===== src/rtl/instr_seq_pkg.sv =====
// Shared definitions for instr_fetch_sequencer and instructdecoder: opcodes, field positions, FSM states.
// Define SEQ_SINGLE_STEP_EN to add the PAUSE state used by single-step mode.
package instr_seq_pkg;

  localparam logic [3:0] OP_MOV  = 4'b1100;
  localparam logic [3:0] OP_SUB  = 4'b0011;
  localparam logic [3:0] OP_DEC  = 4'b0110;
  localparam logic [3:0] OP_HALT = 4'b1000;

  localparam int OPC_HI = 17;
  localparam int OPC_LO = 14;
  localparam int RD_HI  = 13;
  localparam int RD_LO  = 11;
  localparam int RS_HI  = 10;
  localparam int RS_LO  = 8;
  localparam int IMM_HI = 7;
  localparam int IMM_LO = 0;

  typedef enum logic [2:0] {
    S_IDLE,
    S_FETCH,
    S_MEMWAIT,
    S_ISSUE,
    S_HALTED
`ifdef SEQ_SINGLE_STEP_EN
    ,
    S_PAUSE
`endif
  } seq_state_t;

endpackage


===== src/rtl/instr_fetch_sequencer.sv =====
// Fetches instruction words from synchronous-read memory and hands them to the decoder over valid/ready.
// Optional single-step mode (step_mode/step ports, PAUSE state) when SEQ_SINGLE_STEP_EN is defined.
module instr_fetch_sequencer
  import instr_seq_pkg::*;
#(
  parameter int ADDR_W = 8,
  parameter int IW     = 18,
  parameter logic [ADDR_W-1:0] RESET_PC = '0
) (
  input  logic              clk,
  input  logic              rst,
  input  logic              start,
  input  logic              pc_load,
  input  logic [ADDR_W-1:0] pc_load_val,
`ifdef SEQ_SINGLE_STEP_EN
  input  logic              step_mode,
  input  logic              step,
`endif
  output logic [ADDR_W-1:0] imem_addr,
  output logic              imem_rd_en,
  input  logic [IW-1:0]     imem_rdata,
  output logic [IW-1:0]     id,
  output logic              id_valid,
  input  logic              id_ready,
  output logic [ADDR_W-1:0] pc,
  output logic              halted,
  output logic [15:0]       instr_count
);

  seq_state_t state, state_nxt;
  logic       is_halt;

  assign is_halt    = (id[OPC_HI:OPC_LO] == OP_HALT);
  assign imem_rd_en = (state == S_FETCH);
  assign imem_addr  = pc;

  always_ff @(posedge clk) begin
    if (rst) state <= S_IDLE;
    else     state <= state_nxt;
  end

  always_comb begin
    state_nxt = state;
    case (state)
      S_IDLE:    if (start) state_nxt = S_FETCH;
      S_FETCH:   state_nxt = S_MEMWAIT;
      S_MEMWAIT: state_nxt = S_ISSUE;
      S_ISSUE: begin
        if (id_ready) begin
          if (is_halt) state_nxt = S_HALTED;
`ifdef SEQ_SINGLE_STEP_EN
          else if (step_mode) state_nxt = S_PAUSE;
`endif
          else state_nxt = S_FETCH;
        end
      end
      S_HALTED:  if (start) state_nxt = S_FETCH;
`ifdef SEQ_SINGLE_STEP_EN
      S_PAUSE:   if (step) state_nxt = S_FETCH;
`endif
      default:   state_nxt = S_IDLE;
    endcase
  end

  // Datapath registers; memory data arriving after a reset is simply never captured.
  always_ff @(posedge clk) begin
    if (rst) begin
      pc          <= RESET_PC;
      id          <= '0;
      id_valid    <= 1'b0;
      halted      <= 1'b0;
      instr_count <= '0;
    end else begin
      case (state)
        S_IDLE: begin
          if (pc_load) pc <= pc_load_val;
          if (start)   instr_count <= '0;
        end
        S_MEMWAIT: begin
          id       <= imem_rdata;
          id_valid <= 1'b1;
        end
        S_ISSUE: begin
          if (id_ready) begin
            id_valid <= 1'b0;
            if (instr_count != 16'hFFFF) instr_count <= instr_count + 16'd1;
            if (is_halt) halted <= 1'b1;
            else         pc <= pc + 1'b1;
          end
        end
        S_HALTED: begin
          if (start) begin
            pc          <= pc_load ? pc_load_val : RESET_PC;
            halted      <= 1'b0;
            instr_count <= '0;
          end else if (pc_load) begin
            pc <= pc_load_val;
          end
        end
        default: ;
      endcase
    end
  end

endmodule


===== config.mk =====
export PLATFORM = sky130hd
export DESIGN_NAME = instr_fetch_sequencer
export DESIGN_NICKNAME = d
export VERILOG_FILES = /design/src/rtl/instr_seq_pkg.sv /design/src/rtl/instr_fetch_sequencer.sv
export SDC_FILE = /design/constraint.sdc
export NUM_CORES = 1
export LEC_CHECK = 0
export CORE_ASPECT_RATIO = 0.6
export CORE_MARGIN = 2
export CORE_UTILIZATION = 45
export CTS_CLUSTER_SIZE = 10
export DETAILED_ROUTE_END_ITERATION = 16
export HOLD_SLACK_MARGIN = 0.1
export PLACE_DENSITY = 0.91
export SLEW_MARGIN = 20
export SYNTH_ARGS = -nofsm -noshare
export SYNTH_HDL_FRONTEND = slang
export SYNTH_SLANG_ARGS = --single-unit
export TNS_END_PERCENT = 5

===== constraint.sdc =====
create_clock -name clk -period 2 [get_ports clk]
set_clock_uncertainty 0.05 [all_clocks]
set_input_delay 0.4 -clock clk [delete_from_list [all_inputs] [get_ports clk]]
set_output_delay 0.4 -clock clk [all_outputs]
set_load 0.05 [all_outputs]

==> flow_summary.rst <==
.. list-table::
   :header-rows: 1

   * - Metric
     - Value
   * - Cells along the critical path
     - clkdlybuf4s50_1, or3b_4, a211o_1, o31ai_1, a21oi_1
   * - Maximum clock rate
     - roughly 520 MHz
   * - Synthesized Nets
     - about 330
   * - Number of max-slew violations in the final report
     - 0
   * - Post-CTS setup buffers
     - 0
   * - Slowest cell delay on critical path
     - 490 ps
   * - Cell at the root of the clock tree
     - sky130_fd_sc_hd__clkbuf_8
   * - Final sum of negative setup slack
     - 0 ps
   * - Critical path launch point type
     - input port
   * - Depth of the worst register-to-register path
     - 4
   * - Pre-CTS worst setup slack
     - -235.0 ps
   * - Timing endpoint of the critical path
     - instr_count[12]$_SDFFE_PP0P_
   * - Detailed-route vias per instance
     - 5.865
   * - Average detailed-routed wire length per instance
     - 15.72 um
   * - Beginning of the critical path
     - start
   * - H-Tree Depth
     - 2
   * - Uppermost signal routing layer after detailed routing
     - met4
   * - Number of detailed-routing iterations run before antenna repair
     - 5
   * - Pwr dens
     - between 600 and 700 nW/um^2
   * - CTS clock-pin slew for the worst setup and hold paths
     - 100 ps
   * - Fraction of layout cells with a size suffix above 1
     - 0.2245
   * - Number of buffers created by CTS
     - 5
   * - Buffer depth of the longest clock path
     - 2
   * - Largest delay share family, worst path
     - compound AO/OA/AOI/OAI gates
   * - Top post-synthesis cells by area
     - sky130_fd_sc_hd__dfxtp_1 39%, sky130_fd_sc_hd__nand2_1 8.6%, sky130_fd_sc_hd__a21oi_1 7.5%, sky130_fd_sc_hd__buf_4 2.8%, sky130_fd_sc_hd__nand3b_1 2.2%
   * - Std cell rows
     - 20
   * - Slew of the pin with the lowest slew margin
     - about 520 ps
   * - Number of antenna violations at the first check in global routing
     - 0
   * - Critical path depth
     - 5
   * - Top flip-flop cell by instance count after synthesis
     - sky130_fd_sc_hd__dfxtp_1
   * - Top cells by instance count after synthesis
     - 55 x sky130_fd_sc_hd__nand2_1, 47 x sky130_fd_sc_hd__dfxtp_1, 36 x sky130_fd_sc_hd__a21oi_1
   * - Cell leakage power
     - roughly 1.3 nW
   * - Power after layout
     - about 2.3 mW
   * - Number of port buffers
     - 83
   * - Effective utilization at floorplan
     - 0.4713
   * - Remaining antenna violation count
     - 0
   * - Max-slew headroom
     - 0.6496
   * - Portion of the clock cycle consumed by the worst path in the final layout
     - 0.9658
   * - I/O pins
     - 84
   * - Highest ir drop seen on vdd
     - 0.3957 mV
   * - HPWL reported at the end of detailed placement
     - between 5000 and 6000 um
   * - Number of global-route vias before repair
     - about 2400
   * - Number of warnings reported in the yosys synthesis log
     - 0
   * - Sort of element at the end of the critical path
     - register
   * - Final wirelength
     - 7200 um
   * - Data arrival time of the critical path
     - around 2100 ps
   * - Share of the synthesized area in the top cell type
     - 0.3911
   * - Height of the die
     - 60.64 um
   * - Total vias in the final route
     - ~2700
   * - DRC Markers
     - 0
   * - Syn Std Cell Area
     - approximately 2400 um^2
   * - Setup WS post-layout
     - roughly 68 ps
   * - Share of the yosys chip area belonging to registers
     - 0.3911
   * - Global-route wire length before repair
     - 11870 um
   * - Total GRT Usage
     - 0.2472
   * - Synthesis-to-layout area growth
     - 43.42%
   * - Number of nets in the final layout
     - ~430
   * - Number of max-cap violations
     - 0
   * - Later-pin clock latency in the skew report
     - about 300 ps
   * - Iteration-0 DRC count of the detailed router
     - between 150 and 200
   * - Number of sinks handled by clock tree synthesis
     - 47
   * - Routed wl met2
     - about 3100 um
   * - Critical path data required time
     - approximately 2100 ps
   * - Hold Violations, Final
     - 0
   * - Total grt overflow
     - 0
   * - EDFF count, synth
     - 0
   * - Reg2Reg Launch Point
     - state[1]$_SDFFE_PP0P_
   * - Buffer and inverter count on the worst path
     - 1
   * - Post-synthesis average cell area
     - between 8 and 9 um^2
   * - Share of flip-flops with an asynchronous set or reset
     - 0
   * - # fillers
     - 454
   * - Synth cell types
     - 58
   * - Worst-path cell with the longest stage delay
     - sky130_fd_sc_hd__clkdlybuf4s50_1
   * - Die width
     - 98.40 um
   * - Die footprint
     - 5967 um^2
   * - Setup CP Type
     - in2reg
   * - Dpl cells
     - about 450
   * - Result of the run
     - finished, final reports clean
   * - Reg-to-reg endpoint
     - instr_count[13]$_SDFFE_PP0P_
   * - Number of antenna cells inserted
     - 0
   * - Flip-flop and latch area
     - around 940 um^2
   * - Synthesis-stage register bit count
     - between 40 and 50
   * - Instance count of the mapped netlist
     - ~300
   * - Area inside the core boundary
     - 5105 um^2
   * - Highest fanout seen on the critical path
     - 5
   * - Shortest clock period the worst path allows after layout
     - 1932 ps
   * - Path class of the lowest-slack min-delay path
     - reg2reg
   * - Cell type with the highest aggregate area in the netlist
     - sky130_fd_sc_hd__dfxtp_1
   * - Setup repair after global routing missed its margin
     - false
   * - Flop2flop setup slack
     - about 170 ps
   * - DR WL met3
     - 654 um
   * - Final Instance Count excl. Fillers
     - about 460
   * - Final weighted congestion in routability-driven placement
     - roughly 0.9
   * - TritonCTS clock tree
     - yes
   * - Area used by multi-input combinational logic
     - about 1300 um^2
   * - Final setup violation count
     - 0
   * - Maximum number of pins on one net before global-route repair
     - 20
   * - Met1 wire length
     - about 3400 um
   * - Most frequent cell after synthesis
     - sky130_fd_sc_hd__nand2_1
stage by stage:
step | hold slack (ps) | utilization | instance area [um^2]
after floorplan | 486.0 | - | 2411
after global placement | 391.6 | 0.6581 | 3359
after CTS | 412.1 | 0.6752 | 3447
after detailed placement | 398.8 | 0.6581 | 3359
after global routing | 424.6 | 0.6760 | 3451
final | 409.3 | 0.6760 | 3451
final cells by class:
class	count	share of cell area
timing repair buffer	113	0.2850
multi-input combinational	217	0.3840
inverter	8	0.008702
tap	66	0.02393
clock buffer	6	0.02393
sequential	47	0.2730
clock inverter	1	0.001450
state kept, by name (all words and copies together) (netlist names):
name         count
id              18
instr_count     16
imem_addr        8
state            3
halted           1
id_valid         1
cells by family (layout without fill, tap and decap cells):
kind of cell | count (synthesis) | after routing | synth area share
buffers and inverters | 28 | 128 | 0.06032
DFF | 47 | 47 | 0.3911
adders and majority gates | 2 | 2 | 0.01040
muxes | 4 | 4 | 0.01664
and+or+nand+nor | 124 | 124 | 0.2777
AOI/OAI and AO/OA | 87 | 87 | 0.2439
worst min path at each step:
stage,to,depth (start not counted),from,slack [ps]
detailed placement,halted$_SDFFE_PP0P_,2,halted$_SDFFE_PP0P_,400
finish,id[3]$_SDFFE_PP0P_,2,id[3]$_SDFFE_PP0P_,410
CTS,halted$_SDFFE_PP0P_,2,halted$_SDFFE_PP0P_,410
global route,id[4]$_SDFFE_PP0P_,2,id[4]$_SDFFE_PP0P_,420
global placement,id[9]$_SDFFE_PP0P_,2,id[9]$_SDFFE_PP0P_,390
floorplan,id[0]$_SDFFE_PP0P_,2,imem_rdata[0],490
layer usage:
layer / up-vias / track usage
li1: 1277 / -
met5: - / 0
met4: 0 / 0.03327
met1: 1284 / 0.3546
met2: 119 / 0.3907
met3: 6 / 0.06567
what timing repair did:
item | CTS | global route
hold buffers | 0 | 0
endpoints found under the setup margin | 0 | 4
gates resized for setup | 0 | 2
endpoints found under the hold margin | 0 | 0
report_power, final:
group	switching, mW	total, mW	internal, mW
registers	0.0548	1.04	0.981
clock network	0.313	0.585	0.272
logic	0.392	0.642	0.250
total	0.760	2.26	1.50
worst min-delay path, cell delays in order, from the launching register on:
cell                      delay (ps)
sky130_fd_sc_hd__dfxtp_1         320
sky130_fd_sc_hd__nand2_1          50
sky130_fd_sc_hd__a21oi_1          50
cell usage in the layout (no fill, tap or decap), types with 2 or more instances in the layout:
| cell | n |
|---|---|
| sky130_fd_sc_hd__clkdlybuf4s50_1 | 47 |
| sky130_fd_sc_hd__a31oi_1 | 8 |
| sky130_fd_sc_hd__and3_1 | 4 |
| sky130_fd_sc_hd__or4_1 | 2 |
| sky130_fd_sc_hd__and4_1 | 5 |
| sky130_fd_sc_hd__a211oi_1 | 6 |
| sky130_fd_sc_hd__nand4_1 | 5 |
| sky130_fd_sc_hd__a21o_1 | 2 |
| sky130_fd_sc_hd__nand3_1 | 6 |
| sky130_fd_sc_hd__nor4_1 | 3 |
| sky130_fd_sc_hd__nand3b_1 | 7 |
| sky130_fd_sc_hd__nor3b_2 | 3 |
| sky130_fd_sc_hd__nor3_1 | 4 |
| sky130_fd_sc_hd__o22ai_1 | 2 |
| sky130_fd_sc_hd__mux2i_1 | 4 |
| sky130_fd_sc_hd__inv_1 | 7 |
| sky130_fd_sc_hd__nand2_1 | 55 |
| sky130_fd_sc_hd__clkbuf_8 | 6 |
| sky130_fd_sc_hd__nor2_1 | 14 |
| sky130_fd_sc_hd__ha_1 | 2 |
| sky130_fd_sc_hd__o31ai_1 | 4 |
| sky130_fd_sc_hd__buf_4 | 64 |
| sky130_fd_sc_hd__dfxtp_1 | 46 |
| sky130_fd_sc_hd__o21ai_0 | 9 |
| sky130_fd_sc_hd__o32ai_1 | 3 |
| sky130_fd_sc_hd__or3_1 | 4 |
| sky130_fd_sc_hd__a21oi_1 | 36 |
(Power assumes the default switching activity.)
